<file path="src/rtl/demap_sequencer.sv">
// ============================================================================
// demap_sequencer : per-OFDM-symbol demapper controller and LSB-first bit serializer
// Optional feature macro: DEMAP_SYMCNT_EN (symbol counter + sticky start error)
// Revision: 1.0
// ============================================================================
`default_nettype none

module demap_sequencer #(
    parameter int NSC = 48
) (
    input  logic       clk,
    input  logic       rst_n,
    input  logic       start,
    input  logic [1:0] mod_in,
    input  logic       sc_valid,
    output logic       sc_ready,
    input  logic [7:0] sc_data,
    output logic [7:0] dm_x,
    output logic [1:0] dm_mod,
    input  logic [5:0] dm_bits,
    output logic       out_bit,
    output logic       out_valid,
    input  logic       out_ready,
    output logic       out_last,
    output logic       busy,
    output logic       done
`ifdef DEMAP_SYMCNT_EN
    ,
    output logic [15:0] sym_cnt,
    output logic [0:0]  err_start
`endif
);

    typedef enum logic [1:0] {
        IDLE  = 2'd0,
        LOAD  = 2'd1,
        CAPT  = 2'd2,
        SHIFT = 2'd3
    } state_t;

    localparam logic [5:0] LAST_SC = 6'(NSC - 1);

    state_t     state, state_nx;
    logic [1:0] mod_q;
    logic [7:0] x_q;
    logic [5:0] sh;
    logic [2:0] bit_cnt;
    logic [5:0] sc_cnt;
    logic       done_q;

    logic [2:0] nbpsc;
    logic [5:0] bit_mask;
    logic       last_bit, last_sc;
    logic       latch_mod, take_pt, capt, bit_inc, sc_inc, fin;

    always_comb begin
        case (mod_q)
            2'd0:    begin nbpsc = 3'd1; bit_mask = 6'b000001; end
            2'd1:    begin nbpsc = 3'd2; bit_mask = 6'b000011; end
            2'd2:    begin nbpsc = 3'd4; bit_mask = 6'b001111; end
            default: begin nbpsc = 3'd6; bit_mask = 6'b111111; end
        endcase
    end

    assign last_bit = (bit_cnt == nbpsc - 3'd1);
    assign last_sc  = (sc_cnt == LAST_SC);

    always_ff @(posedge clk or negedge rst_n) begin
        if (!rst_n) state <= IDLE;
        else        state <= state_nx;
    end

    always_comb begin
        state_nx  = state;
        sc_ready  = 1'b0;
        out_valid = 1'b0;
        out_bit   = 1'b0;
        out_last  = 1'b0;
        busy      = (state != IDLE);
        latch_mod = 1'b0;
        take_pt   = 1'b0;
        capt      = 1'b0;
        bit_inc   = 1'b0;
        sc_inc    = 1'b0;
        fin       = 1'b0;
        case (state)
            IDLE: begin
                if (start) begin
                    latch_mod = 1'b1;
                    state_nx  = LOAD;
                end
            end
            LOAD: begin
                sc_ready = 1'b1;
                if (sc_valid) begin
                    take_pt  = 1'b1;
                    state_nx = CAPT;
                end
            end
            CAPT: begin
                capt     = 1'b1;
                state_nx = SHIFT;
            end
            SHIFT: begin
                out_valid = 1'b1;
                out_bit   = sh[bit_cnt];
                out_last  = last_bit && last_sc;
                if (out_ready) begin
                    if (!last_bit) begin
                        bit_inc = 1'b1;
                    end else if (!last_sc) begin
                        sc_inc   = 1'b1;
                        state_nx = LOAD;
                    end else begin
                        fin      = 1'b1;
                        state_nx = IDLE;
                    end
                end
            end
            default: state_nx = IDLE;
        endcase
    end

    always_ff @(posedge clk or negedge rst_n) begin
        if (!rst_n) begin
            mod_q   <= 2'd0;
            x_q     <= 8'd0;
            sh      <= 6'd0;
            bit_cnt <= 3'd0;
            sc_cnt  <= 6'd0;
            done_q  <= 1'b0;
        end else begin
            done_q <= fin;
            if (latch_mod) begin
                mod_q  <= mod_in;
                sc_cnt <= 6'd0;
            end
            if (take_pt) x_q <= sc_data;
            if (capt) begin
                sh      <= dm_bits & bit_mask;
                bit_cnt <= 3'd0;
            end
            if (bit_inc) bit_cnt <= bit_cnt + 3'd1;
            if (sc_inc)  sc_cnt  <= sc_cnt + 6'd1;
        end
    end

    assign dm_x   = x_q;
    assign dm_mod = mod_q;
    assign done   = done_q;

`ifdef DEMAP_SYMCNT_EN
    // Counter steps on the same edge that raises done.
    always_ff @(posedge clk or negedge rst_n) begin
        if (!rst_n) begin
            sym_cnt   <= 16'd0;
            err_start <= 1'b0;
        end else begin
            if (fin) sym_cnt <= sym_cnt + 16'd1;
            if (start && (state != IDLE)) err_start <= 1'b1;
        end
    end
`endif

endmodule

`default_nettype wire

</file>
<file path="config.mk">
export PLATFORM = sky130hd
export DESIGN_NAME = demap_sequencer
export DESIGN_NICKNAME = d
export VERILOG_FILES = /design/src/rtl/demap_sequencer.sv
export SDC_FILE = /design/constraint.sdc
export NUM_CORES = 1
export LEC_CHECK = 0
export ABC_AREA = 1
export BUFFER_PORTS_ARGS = -buffer_cell sky130_fd_sc_hd__buf_2
export CAP_MARGIN = 20
export CELL_PAD_IN_SITES_DETAIL_PLACEMENT = 1
export CELL_PAD_IN_SITES_GLOBAL_PLACEMENT = 2
export CORE_AREA = 2 2 60 85
export DETAILED_ROUTE_END_ITERATION = 8
export DIE_AREA = 0 0 62 87
export GPL_TIMING_DRIVEN = 0
export PLACE_DENSITY_LB_ADDON = 0.1
export SLEW_MARGIN = 15
export SYNTH_ARGS = -nofsm -noshare
export SYNTH_HDL_FRONTEND = slang
export SYNTH_SLANG_ARGS = --single-unit
</file>
<file path="constraint.sdc">
create_clock -name clk -period 2.6 [get_ports clk]
set_input_delay 0.39 -clock clk [delete_from_list [all_inputs] [get_ports clk]]
set_output_delay 0.39 -clock clk [all_outputs]
set_load 0.03 [all_outputs]
</file>
* Word level (Yosys, flattened, before mapping) *
Cells that the tools add are included.

operators by class
  $add $sub $neg = 3
  $lt $le $gt $ge = 1
  equality and inequality tests = 11
  muxes and demuxes = 34
  bitwise gates (word level) = 1
  reduce and logical (&&, ||, !) cells = 7

operator list
  kind                 count
  $mux 1               22
  $pmux 6 s3           1
  $mux 6               2
  $pmux 3 s3           1
  $mux 2               4
  $ne 2x2->1 const B   4
  $pmux 2 s4           1
  $add 6x1->6 const B  1
  $and 6x6->6          1
  $eq 2x2->1 const B   3
  $eq 6x6->1 const B   1
  $mux 3               2
  $reduce_bool 2->1    3
  $eq 2x1->1 const B   2
  $logic_not 2->1      2
  $lt 3x4->1 const B   1
  $reduce_and 4->1     1
  $add 3x1->3 const B  1
  $bmux 1 s3           1
  $eq 3x3->1           1
  $sub 3x1->3 const B  1
  $logic_and 1x1->1    1

word-level totals
  bits in registers = 28
  input port bits = 21
  output and inout port bits = 16
  word-level logic and storage cells = 64

* Depth between registers and ports, before layout *
Gate-level depths: netlist (run 1).

  depth in word-level cells = 8
  depth in mapped cells = 9
  mapped depth without buffers = 9

* Worst setup path before layout (run 1) *
Ideal clock, no wire load.

  path kind = flip-flop to output port
  start = reg state[0]
  end = out out_last
  data arrival time = 1.708 ns
  required time = 2.210 ns
  slack = 0.502 ns
  cell stages (with the launch flop) = 4
  buffers on the path = 0
  cells stage by stage = dfrtp_1 > ha_1 > inv_1 > nor3_1

on the way
  longest elaborated chain between the ends = 2

ends and longest elaborated chain
  item                      RTL line  RTL
  start: declaration        43        state_t state, state_nx;
  start signal: assignment  70        else state <= state_nx;
  $eq 2x2->1                86        case (state)
  $mux 1                    86
  end: declaration          24        output logic out_last,

No other way between the ends.

* Worst setup path in the final report (run 1) *
  start = reg sc_cnt[0]
  end = out out_last

on the way
  longest elaborated chain between the ends = 3

ends and longest elaborated chain
  item                      RTL line  RTL
  start: declaration        48        logic [5:0] sc_cnt;
  start signal: assignment  144       if (sc_inc) sc_cnt <= sc_cnt + 6'd1;
  $eq 6x6->1                66        assign last_sc = (sc_cnt == LAST_SC);
  $logic_and 1x1->1         107       out_last = last_bit && last_sc;
  $mux 1                    86

No other way between the ends.

==> flow_summary.json, run 1 <==
{
  "die_y_um": 87,
  "leakagePower_nw": 0.949,
  "switchingPower_mw": 0.946,
  "slowest_delay_ps": 420,
  "p_int_mw": 1.02,
  "ys_ff_latch": 28,
  "postSynthCellCount": 168,
  "swShare": 0.481,
  "cts_resized": 0,
  "rows": 30,
  "final_cell_mix": "nand2_1, buf_2, dfrtp_1, nand3_1, inv_1",
  "clkPwrFrac": 0.121,
  "syn-num-nets": 196,
  "crit_arrival_ps": 1770,
  "end_kind": "output port",
  "relSlewSlack": 0.557,
  "pin_count": 37,
  "p_seq_frac": 0.367,
  "ys.warnings.count": 0,
  "hold_viol_final": 0,
  "first_iter_violations": 29,
  "post-route-drc-count": 0,
  "clock_latency_ps": 280,
  "netlist_area_um2": 1480,
  "htreeDepth": 1,
  "min_path_type": "primary input to asynchronous set/reset pin",
  "dieArea_um2": 5390,
  "clkSinkCount": 28,
  "finalHoldWorstSlack_ps": 132,
  "fin_crit_sh": 0.831,
  "maxSlewViolCount": 0,
  "syn2layout_area_growth_pct": 20.4,
  "cts_tree": "yes",
  "overflow": 0,
  "grt_pass1_wl_um": 6490,
  "post_drt_wl_per_cell_um": 14.0,
  "status": "finished, final reports clean",
  "grt_antenna_before_repair": 0,
  "placed_cells": 268,
  "cp_num_cells": 6,
  "cp_slowest_cell": "dfrtp_1",
  "die_w_um": 62,
  "ys_types": 22,
  "crit_buf_inv": 1,
  "diodes": 0,
  "core_um2": 4690,
  "ff2ff_path_depth": 8,
  "syn_area_per_cell_um2": 8.82,
  "post-cts-setup-buffers": 0,
  "io_buffer_count": 36,
  "nNetsFinal": 237,
  "firstDrtPassIters": 2,
  "track_usage": 0.162,
  "clk_pin_slew_worst_paths_ps": 90,
  "fill_cells": 587,
  "cts_buffer_depth": 2,
  "final_common_cell": "nand2_1",
  "drv_cap": 0,
  "synth_area_leaders": "dfrtp_1, nand2_1, nand3_1, mux2_2, ha_1",
  "combPwrFrac": 0.511,
  "crit_fanout": 5,
  "ctsHoldBuffers": 0,
  "cts_buffers": 3,
  "critical_path.cell_chain": "ha_1 > nand3_1 > nor2_1 > nand2_1 > nor3_1 > buf_2",
  "busiest_layer": "met2",
  "power.total_mw": 1.97,
  "final_antenna_net_count": 0,
  "instances_no_fill": 271,
  "first_global_vias": 1401,
  "synth_top_area_frac": 0.473,
  "utilization": 0.380,
  "max_freq_ghz": 0.463,
  "clock_skew_ps": 3.67,
  "grt_start_max_net_pins": 29,
  "dp.final_hpwl_um": 3000,
  "ys_seq_area_frac": 0.473,
  "setup_viol": 0,
  "setup.worst_path.class": "flip-flop to output port",
  "met2_usage": 0.295,
  "use_met3": 0.0193,
  "use_met1": 0.183,
  "tightest_slew_ps": 664,
  "place_congestion": 0.756,
  "totalWireLength_um": 3800,
  "vias": 1279,
  "cts_root_buf": "clkbuf_8",
  "ir_drop_mv": 0.449,
  "drive_gt1_frac": 0.271,
  "worstPathRequired_ps": 2210,
  "rsz0062_at_grt": "no",
  "fin_crit_ps": 2160,
  "viasPerCell": 4.72,
  "cp_top_family": "simple AND/OR/NAND/NOR gates",
  "power_density_nw_per_um2": 1100,
  "cp-start-kind": "flip-flop",
  "yosysTopAreaCell": "dfrtp_1",
  "start_util": 0.316,
  "setup-tns-final_ps": 0
}
-- sequential cells by signal, summed over array words and instances, names as in the netlist --
signal	cells
bit_cnt	3
dm_mod	2
sc_cnt	6
done	1
sh	6
dm_x	8
state	2
-- stage by stage --
step	setup WS, ps	area (µm²)
finish	439	1780
global route	240	1780
CTS	359	1780
detailed placement	682	1740
global placement	695	1740
floorplan	502	1480
-- final timing paths --
kind | slack (ps) | end | startpoint
min in group clk | 320 | sh[0] | dm_bits[0]
worst max-delay path | 440 | out_last | sc_cnt[0]
worst min-delay path | 130 | bit_cnt[0] | rst_n
worst max register to register | 950 | sc_cnt[4] | sc_cnt[0]
worst min register to register | 490 | sh[3] | sh[3]
max in group asynchronous | 2030 | bit_cnt[2] | rst_n
-- layout make-up --
class                   instances  area [µm²]  share of cell area
well taps                      64        80.1              0.0449
flip-flops and latches         28         701               0.393
repair buffers                 36         180               0.101
multi-input cells             118         698               0.392
inverters                      21        78.8              0.0442
clock buffers                   3        41.3              0.0232
plain buffers                   1        3.75             0.00211
-- power by group through the flow --
stage	registers (mW)	logic, mW	clock network, mW
finish	0.722	1.01	0.239
CTS	0.726	1.03	0.257
floorplan	0.855	0.592	0
global placement	0.721	0.987	0
global route	0.746	1.13	0.266
detailed placement	0.735	1.03	0
-- cell usage after synthesis --
library cell,number
o2111ai_1,1
mux2_2,8
clkbuf_1,1
a21oi_1,7
inv_2,2
nand2_2,2
nor3_4,1
o22ai_1,2
nand3_1,21
nand2_1,47
inv_1,19
nor4_1,1
ha_1,7
dfrtp_1,28
nand3_4,1
nand3_2,2
nand4_1,1
nor2_1,5
nor3_1,1
xor2_1,5
o21ai_0,5
nand2_4,1
-- metal layers --
layer  part of all wire  up-vias
li1                   -      623
met1               0.40      621
met2               0.55       30
met3              0.038        5
met4              0.016        0
met5                  0        -
-- kinds of logic (layout without fill, tap and decap cells) --
family	after synthesis	after routing	share of synthesized area
flops	28	28	0.473
mux	8	8	0.0608
buf+inv	22	61	0.0557
simple gates	83	83	0.267
fa+ha+maj	7	7	0.0591
xor+xnor	5	5	0.0296
compound gates	15	15	0.0549
(Power assumes the default switching activity.)
==> run 2: changes to the inputs <==
--- a/config.mk
+++ b/config.mk
@@ -10,9 +10,9 @@
 export CAP_MARGIN = 20
 export CELL_PAD_IN_SITES_DETAIL_PLACEMENT = 1
 export CELL_PAD_IN_SITES_GLOBAL_PLACEMENT = 2
-export CORE_AREA = 2 2 60 85
+export CORE_AREA = 2 2 65 92
 export DETAILED_ROUTE_END_ITERATION = 8
-export DIE_AREA = 0 0 62 87
+export DIE_AREA = 0 0 67 94
 export GPL_TIMING_DRIVEN = 0
 export PLACE_DENSITY_LB_ADDON = 0.1
 export SLEW_MARGIN = 15
==> constraint.sdc (replaced) <==
create_clock -name clk -period 1.74 [get_ports clk]
set_input_delay 0.261 -clock clk [delete_from_list [all_inputs] [get_ports clk]]
set_output_delay 0.261 -clock clk [all_outputs]
set_load 0.03 [all_outputs]
==> run 2 against run 1 <==
Effect of this change:
- the run now ends with setup timing left
- first-iteration DRC count increased by 24%
- sequential share of layout area fell by 4.4 points
- combinational power increased by 83%
- hold slack worse by 120 ps
- clock skew decreased by 0.59 ps
- register-to-register slack worse by 780 ps
==> flow_summary.json, run 2 (synthesized netlist as in run 1, its figures left out) <==
{
  "status": "complete, but fails checks",
  "violations": "setup timing",
  "core_um2": 5450,
  "cts_buffers": 3,
  "pin_count": 37,
  "clock_latency_ps": 270,
  "final_cell_mix": "nand2_1, buf_2, dfrtp_1, nand3_1, buf_4",
  "clkSinkCount": 28,
  "regArea_um2": 707,
  "cp_slowest_cell": "dfrtp_2",
  "clk_pin_slew_worst_paths_ps": 100,
  "dp.final_hpwl_um": 2890,
  "setup.worst_path.class": "flip-flop to output port",
  "track_usage": 0.133,
  "fin_crit_ps": 1750,
  "die_w_um": 67,
  "diodes": 0,
  "fill_cells": 667,
  "setup_slack_ps": -7.94,
  "grt_start_max_net_pins": 29,
  "final_common_cell": "nand2_1",
  "utilization": 0.372,
  "combPwrFrac": 0.552,
  "cts_tree": "yes",
  "first_iter_violations": 36,
  "rows": 32,
  "relSlewSlack": 0.557,
  "swShare": 0.459,
  "p_seq_frac": 0.326,
  "clkPwrFrac": 0.123,
  "place_congestion": 0.778,
  "overflow": 0,
  "start_util": 0.272,
  "viasPerCell": 4.53,
  "setup_viol": 1,
  "die_y_um": 94,
  "post-route-drc-count": 0,
  "placed_area_um2": 1760,
  "htreeDepth": 1,
  "slowest_delay_ps": 450,
  "syn2layout_area_growth_pct": 36.7,
  "leakagePower_nw": 1.03,
  "p_int_mw": 1.81,
  "io_buffer_count": 36,
  "cts_root_buf": "clkbuf_8",
  "min_path_type": "primary input to asynchronous set/reset pin",
  "largest_reg_flops": 8,
  "final_antenna_net_count": 0,
  "dp_slack_ps": 57.2,
  "vias": 1323,
  "grt_pass1_wl_um": 6490,
  "nNetsFinal": 253,
  "fin_area_um2": 2020,
  "grt_antenna_before_repair": 0,
  "cp-start-kind": "flip-flop",
  "ir_drop_mv": 0.569,
  "crit_fanout": 5,
  "worstPathRequired_ps": 1480,
  "multiInputGateArea_um2": 779,
  "clock_skew_ps": 3.08,
  "max_freq_ghz": 0.572,
  "switchingPower_mw": 1.54,
  "crit_arrival_ps": 1490,
  "dieArea_um2": 6300,
  "cts_buffer_depth": 2,
  "setup-tns-final_ps": -7.94,
  "critical_path.cell_chain": "buf_4 > nand3_1 > nand2_2 > nand3_4 > nor3_2 > buf_4",
  "firstDrtPassIters": 2,
  "ctsHoldBuffers": 0,
  "tightest_slew_ps": 664,
  "rsz0062_at_grt": "yes",
  "power_density_nw_per_um2": 1650,
  "post_drt_wl_per_cell_um": 13.7,
  "drive_gt1_frac": 0.424,
  "first_global_vias": 1445,
  "hold_viol_final": 0,
  "cp_common_cell": "buf_4",
  "end_kind": "output port",
  "fin_crit_sh": 1.00,
  "maxSlewViolCount": 0,
  "drv_cap": 0,
  "totalWireLength_um": 3990
}
run 2: cell count changes in the layout (fill, tap and decap cells not counted), sizes merged:
cell	previous run	this run
buf	36	53
run 2: final timing paths:
path                            start   endpoint  slack (ps)  cells after the start
min reg2reg                     sh[0]      sh[0]         490                      2
max in group asynchronous       rst_n   state[1]        1260                      1
min in group clk           dm_bits[0]      sh[0]         180                      3
max reg2reg                  state[0]    dm_x[1]         170                      4
min                             rst_n  sc_cnt[3]           8                      1
max                         dm_mod[0]   out_last          -8                      6
run 2: layout make-up:
cell class                      instances  share of cell area
Inverter                               21              0.0402
Clock buffer                            4              0.0272
Sequential cell                        28               0.349
Tap cell                               68              0.0420
Multi-Input combinational cell        118               0.385
Timing Repair Buffer                   53               0.156
run 2: what timing repair did:
| action | 4_1_cts | 5_1_grt |
|---|---|---|
| resized for setup | 15 | 15 |
| pin swaps | 2 | 5 |
| setup endpoints to repair | 2 | 8 |
| buffers inserted | 11 | 6 |
run 2: per-layer routing:
layer,track usage,routed length [µm],up-vias
li1,-,-,659
met2,0.253,2260,15
met4,0.0357,29,0
met5,0,0,-
met1,0.150,1610,647
met3,0.0180,82,2
run 2: power by group through the flow:
stage | logic [mW] | registers, mW | clock network (mW)
2_1_floorplan | 0.896 | 1.28 | 0
3_3_place_gp | 1.50 | 1.08 | 0
3_5_place_dp | 1.54 | 1.09 | 0
4_1_cts | 1.71 | 1.07 | 0.441
5_1_grt | 2.06 | 1.13 | 0.460
6_report | 1.85 | 1.09 | 0.410
run 2: critical path, delay by kind of cell (launching register included):
kind | cells | cell delay, ps
simple gates | 4 | 460
flops | 1 | 450
buf+inv | 2 | 310
run 2: through the flow:
step	total power, mW	hold slack, ps	instances
after floorplan	2.17	-34.6	168
after global placement	2.58	329	272
after detailed placement	2.63	351	272
after CTS	3.22	35.4	287
after global routing	3.65	48.9	292
final	3.35	8.30	292
